## src/rtl/data_memory_ctrl.sv

```systemverilog
// data_memory_ctrl: single-port data RAM with req/ready handshake,
// pipelined reads (READ_LAT), bounds checking and a post-reset clear sweep.
// Ports: clk, rst_n | req, mw, position, data_in | ready, busy, data_out, valid, err
module data_memory_ctrl #(
    parameter int DATA_W         = 8,
    parameter int ADDR_W         = 8,
    parameter int DEPTH          = 2**ADDR_W,
    parameter int READ_LAT       = 1,
    parameter int CLEAR_ON_RESET = 1
) (
    input  logic              clk,
    input  logic              rst_n,
    input  logic              req,
    input  logic              mw,
    input  logic [ADDR_W-1:0] position,
    input  logic [DATA_W-1:0] data_in,
    output logic              ready,
    output logic              busy,
    output logic [DATA_W-1:0] data_out,
    output logic              valid,
    output logic              err
);

    typedef enum logic {
        S_CLEAR,
        S_IDLE
    } state_t;

    localparam state_t            S_RST   = (CLEAR_ON_RESET != 0) ? S_CLEAR : S_IDLE;
    localparam logic [ADDR_W-1:0] LAST    = ADDR_W'(DEPTH - 1);
    // one extra bit so DEPTH == 2**ADDR_W is representable
    localparam logic [ADDR_W:0]   DEPTH_C = (ADDR_W + 1)'(DEPTH);

    state_t              state_q, state_d;
    logic [ADDR_W-1:0]   ptr_q, ptr_d;
    logic [DATA_W-1:0]   mem [DEPTH];

    logic                accept;
    logic                inrange;
    logic                rd_acc;
    logic                we;
    logic [ADDR_W-1:0]   waddr;
    logic [DATA_W-1:0]   wdata;
    logic [DATA_W-1:0]   rdata;

    logic [READ_LAT-1:0] vld_q;
    logic [DATA_W-1:0]   dat_q [READ_LAT];
    logic                err_q;

    always_ff @(posedge clk or negedge rst_n) begin
        if (!rst_n) begin
            state_q <= S_RST;
            ptr_q   <= '0;
        end else begin
            state_q <= state_d;
            ptr_q   <= ptr_d;
        end
    end

    always_comb begin
        state_d = state_q;
        ptr_d   = ptr_q;
        ready   = 1'b0;
        busy    = 1'b0;
        unique case (state_q)
            S_CLEAR: begin
                busy  = 1'b1;
                ptr_d = ptr_q + 1'b1;
                if (ptr_q == LAST) begin
                    state_d = S_IDLE;
                    ptr_d   = '0;
                end
            end
            S_IDLE: begin
                // ready must stay low while reset is held, even when
                // the reset state is IDLE
                ready = rst_n;
            end
        endcase
    end

    assign accept  = req & ready;
    assign inrange = {1'b0, position} < DEPTH_C;
    assign rd_acc  = accept & ~mw;

    // the sweep owns the single write port while busy
    assign we    = busy | (accept & mw & inrange);
    assign waddr = busy ? ptr_q : position;
    assign wdata = busy ? '0 : data_in;
    assign rdata = inrange ? mem[position] : '0;

    always_ff @(posedge clk) begin
        if (we) begin
            mem[waddr] <= wdata;
        end
    end

    always_ff @(posedge clk or negedge rst_n) begin
        if (!rst_n) begin
            vld_q <= '0;
            err_q <= 1'b0;
            for (int k = 0; k < READ_LAT; k++) begin
                dat_q[k] <= '0;
            end
        end else begin
            vld_q[0] <= rd_acc;
            err_q    <= accept & ~inrange;
            if (rd_acc) begin
                dat_q[0] <= rdata;
            end
            // stages only load on valid so data_out holds between reads
            for (int k = 1; k < READ_LAT; k++) begin
                vld_q[k] <= vld_q[k-1];
                if (vld_q[k-1]) begin
                    dat_q[k] <= dat_q[k-1];
                end
            end
        end
    end

    assign valid    = vld_q[READ_LAT-1];
    assign data_out = dat_q[READ_LAT-1];
    assign err      = err_q;

endmodule

```

## config.mk

```make
export PLATFORM = sky130hd
export DESIGN_NAME = data_memory_ctrl
export DESIGN_NICKNAME = d
export VERILOG_FILES = /design/src/rtl/data_memory_ctrl.sv
export SDC_FILE = /design/constraint.sdc
export NUM_CORES = 2
export LEC_CHECK = 0
export CORE_MARGIN = 1
export CORE_UTILIZATION = 51
export CTS_CLUSTER_SIZE = 20
export DETAILED_ROUTE_END_ITERATION = 10
export DONT_BUFFER_PORTS = 1
export HOLD_SLACK_MARGIN = 0.06
export PLACE_DENSITY = 0.66
export SETUP_SLACK_MARGIN = 0.4
export SLEW_MARGIN = 20
export SYNTH_ARGS = -nofsm -noshare
export SYNTH_HDL_FRONTEND = slang
export SYNTH_SLANG_ARGS = --single-unit
export TNS_END_PERCENT = 30
```

## constraint.sdc

```tcl
create_clock -name clk -period 6.5 [get_ports clk]
set_input_delay 1.3 -clock clk [delete_from_list [all_inputs] [get_ports clk]]
set_output_delay 1.3 -clock clk [all_outputs]
set_load 0.05 [all_outputs]
```

=== After elaboration in Yosys (flattened, before gate mapping) ===
Memory sizes are Yosys's and may differ from the RTL's. A register that Yosys moved wholly into a read port is not among the register bits.
Cells that the tools add are included.

* Logic and storage cells: 21
* Memories kept: 1
* Input port bits: 20
* Register bits: 10
* Output and inout bits: 12
* RAM bits: 2048

{| class="wikitable"
|+ Memories
! name !! words !! bits a word !! rd ports !! clocked after memory_dff !! wr ports !! line !! text
|-
| mem || 256 || 8 || 1 || 1 || 1 || 36 || <nowiki>logic [DATA_W-1:0] mem [DEPTH];</nowiki>
|}

* Equality and inequality tests: 1
* Bitwise logic cells: 5
* Multiplexer cells: 9
* $add $sub $neg: 1
* Reductions and logical operators: 1

{| class="wikitable"
|+ Operators with widths
! cell !! count
|-
| 8-bit 2-to-1 mux || 3
|-
| 8-bit by 1-bit adder with 8-bit output, second input constant || 1
|-
| 8-bit equality test, second input constant || 1
|-
| 1-bit 2-to-1 mux || 6
|-
| 1-bit AND || 3
|-
| 1-bit zero test || 1
|-
| 1-bit inverter || 1
|-
| 1-bit bitwise OR || 1
|}

=== Logic depth before layout (Yosys ltp) ===
* Depth in word-level cells: 6
* Mapped depth: 13
* Mapped depth without buffers: 8

=== Least setup slack after synthesis ===
No wires, ideal clock.

* Path type: in2reg
* Start: input data_in[0]
* End: memory mem[0][0] (data pin)
* Data arrival time: 4527 ps
* Data required time: 5633 ps
* Slack: 1106 ps
* Setup time: 867 ps
* Stages on the path: 1
* Path buffers: 0
* Cell sequence: and2_1

* Cells in the longest elaborated chain, start to end: 1

{| class="wikitable"
|+ RTL lines
! element !! line !! text
|-
| start: declaration || 16 || <nowiki>input logic [DATA_W-1:0] data_in,</nowiki>
|-
| 8-bit 2-to-1 mux || 89 || <nowiki>assign wdata = busy ? '0 : data_in;</nowiki>
|-
| end: declaration || 36 ||
|}

No other way between the ends.

==> impl_metrics.yaml <==
cts:
  count_of_h_tree_levels_built_during_cts: 4
  path_clk_slew_ps: 70
  cts_buffer_count: 201
  clock-sinks: 2066
  source_to_sink_clock_delay_at_the_later_pin_of_the_worst_skew_pair_ps: 850
  cts.repair_timing.setup_buffer_count: 0
  cts-hold-fix-buffers: 0
  clockRootBuffer: "sky130_fd_sc_hd__clkbuf_16"
  clk_path_buf_depth: 3
  post_cts_resized: 0
  cts_tree: "done"
logic_synthesis:
  yosys.cell_types.count: 68
  synthesis.instances: 4039
  postSynthNetCount: 4060
  postSynthAreaPerCell_um2: 20.01
  synth-edff-count: 2048
  yosysTopAreaCellShare_pct: 76.08
  synth_warnings: 0
  async_flop_share_pct: 0.8712
  syn_area_um2: 80840
  netlist.top_cell.by_area: "sky130_fd_sc_hd__edfxtp_1"
  synth.yosys.seq_area_share_pct: 76.63
  synth_top_cells_by_count: "sky130_fd_sc_hd__edfxtp_1 (2048), sky130_fd_sc_hd__mux4_2 (365), sky130_fd_sc_hd__nor2_1 (293)"
  netlist_top_cells_area: "sky130_fd_sc_hd__edfxtp_1 (76%), sky130_fd_sc_hd__mux4_2 (10%), sky130_fd_sc_hd__mux2i_1 (3.5%), sky130_fd_sc_hd__nor2_1 (1.4%), sky130_fd_sc_hd__o22ai_1 (0.87%)"
  total_of_flip_flops_plus_latches_after_synthesis: 2066
  synth_ff_type: "sky130_fd_sc_hd__edfxtp_1"
  synth_most_common_cell: "sky130_fd_sc_hd__edfxtp_1"
finish:
  layout-area-overhead-vs-synth_pct: 10.44
  fin_nets: 4110
  finish.instance_area_um2: 89280
  seq_cell_area_um2: 61950
  multi_input_area_um2: 17350
  drive_above_1_share_pct: 18.53
  filler_cell_count: 11540
  diodes: 0
global_route:
  vias_in_the_first_global_route: 40330
  grt_usage_pct: 26.40
  grt_start_max_net_pins: 650
  grt_pass1_wl_um: 298200
  gr-total-overflow: 0
  antenna_found_initial: 7
critical_path:
  timing.reg2reg.worst_path_depth: 4
  worstPathCellList: "buf_16 > buf_16 > mux4_2 > a22o_1 > a2111oi_1 > a311oi_1 > o21ai_1 > nor4_1 > a211o_1"
  critical_path_peak_fanout: 126
  worstSetupStartpointType: "primary input"
  crit_family: "compound AO/OA/AOI/OAI gates"
  crit_path_frequent_cell: "sky130_fd_sc_hd__buf_16"
  cp_slowest_stage_delay_ps: 960
  total_stage_count_of_the_critical_path: 9
  critical_path_arrival_ps: 5630
  timing_worst_setup_path_type: "in2reg"
  endpoint_kind: "flip-flop"
  critical-path-slowest-cell: "sky130_fd_sc_hd__a2111oi_1"
  worst-endpoint-required_ps: 7210
  worst-path-buf-inv: 2
timing:
  slew_violations: 0
  setup_slack_ps: 1579
  worst-slew-pin-transition_ps: 1270
  fmaxAchievable_mhz: 203.2
  rsz0062_at_grt: "no"
  final.setup.tns_ps: 0
  fin_worst_skew_ps: 36.39
  max_slew_margin_pct: 14.58
  timing_hold_violations_final: 0
  layout_min_cycle_time_ps: 4921
  share_of_the_clock_period_used_by_the_worst_path_pct: 75.71
  setup_viol: 0
floorplan:
  initial_utilization_pct: 51.57
  num_rows: 145
  chipWidth_um: 400.1
  floorplan.die_area_um2: 160100
  top_level_ports: 32
  die_h_um: 400.1
  core-area_um2: 156800
outcome:
  status: "finished clean"
run:
  drv.max_cap_violation_count: 0
routing:
  drt_pass1_iterations: 9
  num_vias: 41270
  drt-total-wl_um: 209300
  routed_wire_length_per_instance_um: 33.17
  dr.first_iter.drc_count: 5980
  drtAntennaViolNets: 0
  routed_via_density: 6.540
  drcViolationCount: 0
pwr:
  power.share.combinational_pct: 2.1
  p_int_mw: 21.17
  power_frac_clock_pct: 43.5
  powerDensity_nw_per_um2: 297.1
  maximum_vdd_ir_drop_uv: 285.4
  seq_power_share_pct: 54.3
  sw_frac_of_total_pct: 20.17
  power_switching_mw: 5.351
  power.leakage_nw: 23.26
placed_design:
  routabilityCongestion: 0.9288
  dp_worst_setup_slack_ps: 1504
  postPlaceCellArea_um2: 82650
  dp_hpwl_um: 124900
  portBuffers: 0
min_path:
  hp-class: "in2async"
[final timing paths]
path                                to  slack, ps         from
max in group asynchronous  data_out[3]       6230        rst_n
min in group clk              ptr_q[4]        590     ptr_q[4]
max                        data_out[0]       1580  position[0]
max reg2reg                 mem[67][3]       2010      state_q
min reg2reg                   ptr_q[4]        590     ptr_q[4]
min                        data_out[4]        150        rst_n
[placed cells by master (no fill, tap or decap), types with 8 or more instances in the layout]
cell and count:
sky130_fd_sc_hd__mux4_2 365, sky130_fd_sc_hd__or3_1 8, sky130_fd_sc_hd__edfxtp_1 2048, sky130_fd_sc_hd__a21oi_1 40
sky130_fd_sc_hd__or2_2 11, sky130_fd_sc_hd__o21ai_0 31, sky130_fd_sc_hd__nand3b_1 8, sky130_fd_sc_hd__mux4_1 15
sky130_fd_sc_hd__nor3_1 33, sky130_fd_sc_hd__dfrtp_1 18, sky130_fd_sc_hd__a22oi_1 76, sky130_fd_sc_hd__buf_4 74
sky130_fd_sc_hd__a2111oi_0 9, sky130_fd_sc_hd__o22ai_1 112, sky130_fd_sc_hd__nand3_1 36, sky130_fd_sc_hd__clkinv_1 49
sky130_fd_sc_hd__bufinv_16 20, sky130_fd_sc_hd__buf_12 10, sky130_fd_sc_hd__clkinv_2 42, sky130_fd_sc_hd__a211oi_1 55
sky130_fd_sc_hd__a31oi_1 21, sky130_fd_sc_hd__nand2_1 149, sky130_fd_sc_hd__o221ai_1 37, sky130_fd_sc_hd__nand2b_1 17
sky130_fd_sc_hd__nand4_1 10, sky130_fd_sc_hd__clkbuf_16 204, sky130_fd_sc_hd__and2_4 8, sky130_fd_sc_hd__clkbuf_1 32
sky130_fd_sc_hd__mux2i_1 279, sky130_fd_sc_hd__nor2_1 290
[power by group through the flow]
stage | combinational, mW | clock [mW] | sequential, mW
global route | 0.583 | 12.1 | 14.4
CTS | 0.444 | 11.7 | 14.4
finish | 0.565 | 11.5 | 14.4
detailed placement | 0.443 | 0 | 14.7
floorplan | 0.481 | 0 | 14.7
global placement | 0.439 | 0 | 14.7
[worst register-to-register path, stage by stage, from the launching register on]
cell,delay [ps]
sky130_fd_sc_hd__dfrtp_1,350
sky130_fd_sc_hd__clkinv_1,850
sky130_fd_sc_hd__o31ai_2,1170
sky130_fd_sc_hd__nand2_1,840
sky130_fd_sc_hd__nor2_1,890
[metal layers]
layer	up-vias	part of all wire (%)	GRT usage, %	wire length [µm]
met1	21640	40	38.16	83270
met2	2416	45	39.38	94970
met3	411	11	6.395	23130
met4	2	3.8	9.472	7903
li1	16800	-	-	-
met5	-	0.0062	0	13
[kinds of logic after synthesis]
family	Yosys count	synth area share [%]
other	1	0.004639
AO/OA/AOI/OAI	435	3.773
flip-flops	2066	76.63
adder cells (fa/ha/maj)	1	0.01548
multiplexers	660	14.12
XOR/XNOR	5	0.05418
AND/OR/NAND/NOR	619	3.363
buffers and inverters	252	2.031
[state kept, by name (all words and copies together) (netlist names)]
| signal | cells |
|---|---|
| data_out | 8 |
| mem | 2048 |
| ptr_q | 8 |
| state_q | 1 |
| valid | 1 |
[layout make-up]
class | count | share of cell area, %
sequential | 2066 | 69.39
multi-input combinational | 1721 | 19.43
clock buffer | 236 | 5.853
tap | 2058 | 2.884
clock inverter | 130 | 1.396
timing repair buffer | 90 | 1.006
inverter | 9 | 0.03924
[metrics by stage]
step / cells / utilization (%) / hold slack (ps) / power (mW)
2_1_floorplan: 4039 / - / 506.9 / 15.18
3_3_place_gp: 5937 / 52.71 / 574.6 / 15.14
3_5_place_dp: 5938 / 52.73 / 577.3 / 15.14
4_1_cts: 6304 / 56.85 / 108.8 / 26.52
5_1_grt: 6310 / 56.95 / 131.2 / 27.12
6_report: 6310 / 56.95 / 147.4 / 26.52
Power figures use the tool's default switching activity.
